## src/rtl/seq_det_ctrl.sv

```systemverilog
// Programmable serial-pattern detector: runtime pattern/length, overlap mode,
// match counting with an optional stop target, and guarded config writes.
module seq_det_ctrl #(
    parameter int MAX_LEN = 8,
    parameter int CNT_W   = 8
) (
    input  logic                         clk,
    input  logic                         rst,
    input  logic                         cfg_wr,
    input  logic [MAX_LEN-1:0]           cfg_pattern,
    input  logic [$clog2(MAX_LEN+1)-1:0] cfg_len,
    input  logic                         cfg_overlap,
    input  logic [CNT_W-1:0]             cfg_target,
    input  logic                         start,
    input  logic                         abort,
    input  logic                         in_valid,
    input  logic                         in_bit,
    output logic                         match,
    output logic [CNT_W-1:0]             match_cnt,
    output logic                         busy,
    output logic                         done,
    output logic                         cfg_err
);

    localparam int LEN_W  = $clog2(MAX_LEN + 1);
    localparam int LEN_W1 = LEN_W + 1;
    localparam int CNT_W1 = CNT_W + 1;

    typedef enum logic [1:0] {
        ST_IDLE  = 2'd0,
        ST_ARMED = 2'd1,
        ST_DONE  = 2'd2
    } state_t;

    state_t               r_state;
    state_t               w_state_next;

    logic [MAX_LEN-1:0]   r_pattern;
    logic [LEN_W-1:0]     r_len;
    logic                 r_overlap;
    logic [CNT_W-1:0]     r_target;
    // Only MAX_LEN-1 history bits are kept; the incoming bit completes the window.
    logic [MAX_LEN-2:0]   r_window;
    logic [LEN_W-1:0]     r_fill;
    logic [CNT_W-1:0]     r_cnt;
    logic                 r_match;
    logic                 r_cfg_err;

    logic                 w_cfg_len_ok;
    logic                 w_cfg_accept;
    logic [MAX_LEN-1:0]   w_win_next;
    logic [MAX_LEN-1:0]   w_mask;
    logic                 w_pat_eq;
    logic [LEN_W:0]       w_fill_p1;
    logic                 w_fill_ok;
    logic [LEN_W-1:0]     w_fill_sat;
    logic                 w_hit;
    logic [CNT_W:0]       w_cnt_p1;
    logic                 w_hits_target;
    logic                 w_clear;
    logic                 w_shift;
    logic                 w_detect;

    assign w_cfg_len_ok = (cfg_len != '0) && (cfg_len <= LEN_W'(MAX_LEN));
    assign w_cfg_accept = cfg_wr && (r_state != ST_ARMED) && w_cfg_len_ok;

    assign w_win_next = {r_window, in_bit};

    genvar gi;
    generate
        for (gi = 0; gi < MAX_LEN; gi++) begin : g_mask
            assign w_mask[gi] = (LEN_W'(gi) < r_len);
        end
    endgenerate

    assign w_pat_eq      = ((w_win_next ^ r_pattern) & w_mask) == '0;
    assign w_fill_p1     = {1'b0, r_fill} + LEN_W1'(1);
    assign w_fill_ok     = w_fill_p1 >= {1'b0, r_len};
    assign w_fill_sat    = (r_fill == LEN_W'(MAX_LEN)) ? r_fill : w_fill_p1[LEN_W-1:0];
    assign w_hit         = w_pat_eq && w_fill_ok;
    assign w_cnt_p1      = {1'b0, r_cnt} + CNT_W1'(1);
    assign w_hits_target = (r_target != '0) && (w_cnt_p1 == {1'b0, r_target});
    assign w_detect      = w_shift && w_hit;

    always_ff @(posedge clk) begin
        if (rst) begin
            r_state <= ST_IDLE;
        end else begin
            r_state <= w_state_next;
        end
    end

    // Priority: abort, then start, then the qualified serial bit.
    always_comb begin
        w_state_next = r_state;
        w_clear      = 1'b0;
        w_shift      = 1'b0;
        if (abort) begin
            w_state_next = ST_IDLE;
        end else if (start) begin
            w_state_next = ST_ARMED;
            w_clear      = 1'b1;
        end else begin
            case (r_state)
                ST_ARMED: begin
                    if (in_valid) begin
                        w_shift = 1'b1;
                        if (w_hit && w_hits_target) begin
                            w_state_next = ST_DONE;
                        end
                    end
                end
                ST_DONE: begin
                    if (w_cfg_accept) begin
                        w_state_next = ST_IDLE;
                    end
                end
                default: begin
                    w_state_next = r_state;
                end
            endcase
        end
    end

    always_ff @(posedge clk) begin
        if (rst) begin
            r_pattern <= MAX_LEN'(4'b1011);
            r_len     <= LEN_W'(4);
            r_overlap <= 1'b1;
            r_target  <= '0;
            r_window  <= '0;
            r_fill    <= '0;
            r_cnt     <= '0;
            r_match   <= 1'b0;
            r_cfg_err <= 1'b0;
        end else begin
            r_match   <= w_detect;
            r_cfg_err <= cfg_wr && !w_cfg_accept;
            if (w_cfg_accept) begin
                r_pattern <= cfg_pattern;
                r_len     <= cfg_len;
                r_overlap <= cfg_overlap;
                r_target  <= cfg_target;
            end
            if (w_clear) begin
                r_window <= '0;
                r_fill   <= '0;
                r_cnt    <= '0;
            end else if (w_shift) begin
                r_window <= w_win_next[MAX_LEN-2:0];
                if (w_hit) begin
                    // Non-overlap mode forces the next match to use fresh bits only.
                    r_fill <= r_overlap ? w_fill_sat : '0;
                    if (r_cnt != '1) begin
                        r_cnt <= w_cnt_p1[CNT_W-1:0];
                    end
                end else begin
                    r_fill <= w_fill_sat;
                end
            end
        end
    end

    assign match     = r_match;
    assign match_cnt = r_cnt;
    assign busy      = (r_state == ST_ARMED);
    assign done      = (r_state == ST_DONE);
    assign cfg_err   = r_cfg_err;

endmodule

```

## config.mk

```make
export PLATFORM = sky130hd
export DESIGN_NAME = seq_det_ctrl
export DESIGN_NICKNAME = d
export VERILOG_FILES = /design/src/rtl/seq_det_ctrl.sv
export SDC_FILE = /design/constraint.sdc
export NUM_CORES = 1
export LEC_CHECK = 0
export ABC_AREA = 0
export CAP_MARGIN = 5
export CORE_ASPECT_RATIO = 1.4
export CORE_MARGIN = 2
export CORE_UTILIZATION = 25
export DETAILED_ROUTE_END_ITERATION = 8
export SLEW_MARGIN = 30
export SYNTH_ARGS = -nofsm -noshare
export SYNTH_HDL_FRONTEND = slang
export SYNTH_SLANG_ARGS = --single-unit
```

## constraint.sdc

```tcl
create_clock -name clk -period 5.9 [get_ports clk]
set_clock_uncertainty 0.15 [all_clocks]
set_input_delay 1.77 -clock clk [delete_from_list [all_inputs] [get_ports clk]]
set_output_delay 1.77 -clock clk [all_outputs]
set_load 0.005 [all_outputs]
```

# Yosys cells after proc, flatten, opt, wreduce, memory -nomap -nowiden
# Index checks and enable logic that the tools add are counted.
# op_classes
order_cmp	10
shift	0
n_eq_ne	12
n_mux	14
n_bitwise	2
addsub	2
n_reduce_logical	20
n_mul	0
div	0
# op_table
operator	count
$lt 3x4->1 const A	4
$mux 4	3
$add 8x1->9 const B	1
$eq 9x8->1	1
$and 8x8->8	1
$logic_and 1x1->1	8
$logic_not 8->1	1
$lt 1x4->1 const A	2
$lt 2x4->1 const A	2
$ne 8x8->1 const B	1
$reduce_and 4->1	2
$reduce_bool 8->1	1
$xor 8x8->8	1
$mux 1	7
$mux 2	3
$ne 2x1->1 const B	3
$ne 3x2->1 const B	2
$add 4x1->5 const B	1
$ge 5x4->1	1
$eq 4x4->1 const B	1
$le 4x4->1 const B	1
$pmux 2 s2	1
$reduce_bool 4->1	1
$reduce_or 2->1	2
other kinds (9)	9
# totals
output_inout_bits	12
ram_bits	0
latchBits	0
elab_cells	71
mem_count	0
register_bits	44
mem_bits_ro	0
in_bits	28

# Logic depth before layout (Yosys ltp)
# logic_depth
ltp_word	9
ltp_mapped	9
depth_no_buf	8

# Worst setup path before layout
# Ideal clock, no wire load.
# synth_path
kind	input -> register
start	input port start
end	register r_cnt[5], in the netlist match_cnt[5]
t_required_ns	5.680
path_buffers	1
stages	7
setup_time_ns	0.070
arrival_time_ns	2.837
path_slack_ns	2.843
cell_sequence	inv_1 -> nand3_1 -> nor2_2 -> nand2_1 -> clkbuf_1 -> or4_1 -> a21oi_1
# synth_between
elab_chain_cells	3
elab_cells_between_ends	6
classes_between	mux: 4; reduce/logical: 2
# synth_rtl
element	line	text
start, declared	14	input logic start,
$mux 1	100	end else if (start) begin
$mux 1	98	if (abort) begin
$reduce_and 3->1 (no source line) or $reduce_or 2->1 (tied branches)	n/a	
end signal, assigned	155	r_cnt <= w_cnt_p1[CNT_W-1:0];
end, declared	45	logic [CNT_W-1:0] r_cnt;
# Parallel ways exist; a longest one is shown, timed or not.
# A chain may end at the register's enable or synchronous reset.

# Worst setup path after layout
# Same ends and word-level chain as after synthesis.

==> reports/qor.csv <==
metric,value,unit
Worst Path Required,5.96,ns
Routed WL per cell,12.7,µm
sequential area share after synthesis,38.5,%
Synth warnings,0,
status,finished clean,
share of layout cells above drive strength 1,4.98,%
crit path max fanout,13,
TritonRoute pass-1 iters,4,
vias in the first global route,1909,
"Distinct cells, synth",48,
Num CTS Buffers,5,
Top-Level Pins,40,
Clock power frac,50.9,%
min-delay src,r_pattern[7],
crit path kind,in2reg,
hold bufs inserted after CTS,0,
GR Overflow Total,0,
"Slowest-stage cell, CP",or4_1,
Slew Limit Headroom,46.5,%
"top cells by area, synth","dfxtp_1 38%, nand2_1 11%, a21oi_1 7.4%, xnor2_1 5.0%, ha_1 3.8%",
Finish-stage setup viols,0,
FP Rows,41,
H-tree levels,2,
worst skew pair latency,0.28,ns
switching pwr,0.162,mW
fraction of synthesis flops using an asynchronous set or reset pin,0,%
DP HPWL,4.08,mm
Synth Flop Type,dfxtp_1,
initial core utilization,25.5,%
PortBufs,39,
fillers,924,
TritonCTS clock tree,built,
post-route ant nets,0,
crit end category,flop,
Total GRT Usage,11.0,%
total clock sinks,44,
top-count cell post-synth,nand2_1,
Post-Syn Area,0.00229,mm²
Sw Share,20.5,%
Syn Inst Count,288,
crit path launch type,primary input,
multi-input logic area,0.00131,mm²
Static Leak,1.03,nW
final hold slack,0.321,ns
PwrDens,266,mW/mm²
most common library cells after synthesis,"66 x nand2_1, 44 x dfxtp_1, 34 x a21oi_1",
antenna violations before repair,0,
first-pass GRT wire length,8.91,mm
Mapped Avg Cell Area,7.95,µm²
clock slew seen by the registers of the worst setup and hold paths,0.06,ns
combinational power share,9.0,%
syn_nets,323,
Min-Delay Path Class,reg2reg,
Die X,84.9,µm
core area,0.00898,mm²
RSZ-0062 raised after global routing,false,
crit path time final,3.81,ns
sequential share of power,40.1,%
"Setup Fix Bufs, Post-CTS",0,
worst IR drop on VDD,0.164,mV
DRC,0,
setup tns final,0,ns
area delta synth->final,29.9,%
Worst Setup SP,start,
Via density,4.87,
Least-Margin Pin Slew,0.801,ns
"Gates resized, CTS repair",0,
Post-synth EDFFs,0,
period utilization,64.6,%
WP data arrival,3.86,ns
Diodes inserted,0,
Routability Congestion,0.814,
routed vias,2086,
Die Y,117,µm
fin. max-slew vios,0,
Crit path largest cell delay,0.48,ns
final WL,5.43,mm
worst path cell trace,"clkdlybuf4s50_1, inv_1, nand3_1, nor2_2, nand2_1, or4_1, a21oi_1",
Max Buffers Root-to-Sink,2,
die area,0.00995,mm²
MaxCap Viol Count,0,
Yosys top cell by area,dfxtp_1,
largest net degree at the start of global routing,25,
root buffer cell,clkbuf_16,
starting DRC count in detailed routing,84,
Storage cell area,881,µm²
Synth top area share,38.5,%
R2R Path Start,r_fill[0],
layout net count,355,
f_max,0.263,GHz
Int Pwr,0.629,mW
#FFs+latches synth,44,
Final Hold Fails,0,
==> per-layer routing <==
metal | share of wire (%) | up-vias | track usage, %
met3 | 2.2 | 8 | 1.40
met4 | 1.7 | 0 | 4.87
met5 | 0 | - | 0
met1 | 46 | 973 | 13.3
li1 | - | 1069 | -
met2 | 50 | 36 | 19.8
==> state kept, by name (all words and copies together) (netlist names) <==
register   flops
r_window       7
r_target       8
cfg_err        1
match          1
match_cnt      8
r_state        2
r_len          4
r_fill         4
r_pattern      8
r_overlap      1
==> power groups by stage <==
stage	Sequential, mW	Combinational [mW]	Clock (mW)
finish	0.317	0.0714	0.402
global route	0.318	0.0796	0.421
CTS	0.317	0.0726	0.409
detailed placement	0.323	0.0722	0
global placement	0.323	0.0710	0
floorplan	0.320	0.0434	0
==> cell usage in the layout (no fill, tap or decap), types with 5 or more instances in the layout <==
master / instances
nand3b_1: 6
nand3_1: 10
clkdlybuf4s50_1: 39
o21ai_0: 8
nand2_1: 66
ha_1: 7
or4_1: 6
a21oi_1: 34
xor2_1: 5
nor2_1: 6
inv_1: 11
dfxtp_1: 44
o31ai_1: 5
clkbuf_16: 5
xnor2_1: 13
==> final timing paths <==
check	end	slack, ns	cells past startpoint
max	match_cnt[5]	2.09	7
min	r_pattern[7]	0.32	2
max reg2reg	match_cnt[5]	3.03	8
min reg2reg	r_pattern[7]	0.32	2
==> layout make-up <==
cell class | instances | area share, %
multi-input combinational | 218 | 44.0
sequential | 44 | 29.6
timing repair buffer | 39 | 13.1
tap | 107 | 4.50
clock buffer | 5 | 4.21
clock inverter | 3 | 3.03
inverter | 12 | 1.51
==> per-stage QoR <==
| stage | utilization [%] | total power, mW | instances | setup slack [ns] | instance area [µm²] |
|---|---|---|---|---|---|
| 6_report | 33.1 | 0.791 | 428 | 2.09 | 2970 |
| 5_1_grt | 33.1 | 0.818 | 428 | 1.93 | 2970 |
| 4_1_cts | 33.1 | 0.799 | 428 | 2.12 | 2970 |
| 2_1_floorplan | - | 0.364 | 288 | 2.84 | 2290 |
| 3_5_place_dp | 30.7 | 0.396 | 420 | 1.85 | 2760 |
| 3_3_place_gp | 30.7 | 0.394 | 420 | 1.93 | 2760 |
==> kinds of logic after synthesis <==
| group | share of synthesized area [%] |
|---|---|
| AO/OA/AOI/OAI | 18.3 |
| XOR/XNOR | 8.31 |
| AND/OR/NAND/NOR | 26.8 |
| adder cells (fa/ha/maj) | 3.82 |
| flip-flops | 38.5 |
| buffers and inverters | 4.37 |
==> worst max-delay path: cells and delay by family <==
kind                   cells  cell delay, ns
AOI/OAI and AO/OA          1            0.16
and+or+nand+nor            4            1.37
buffers and inverters      2            0.58
(Power assumes the default switching activity.)
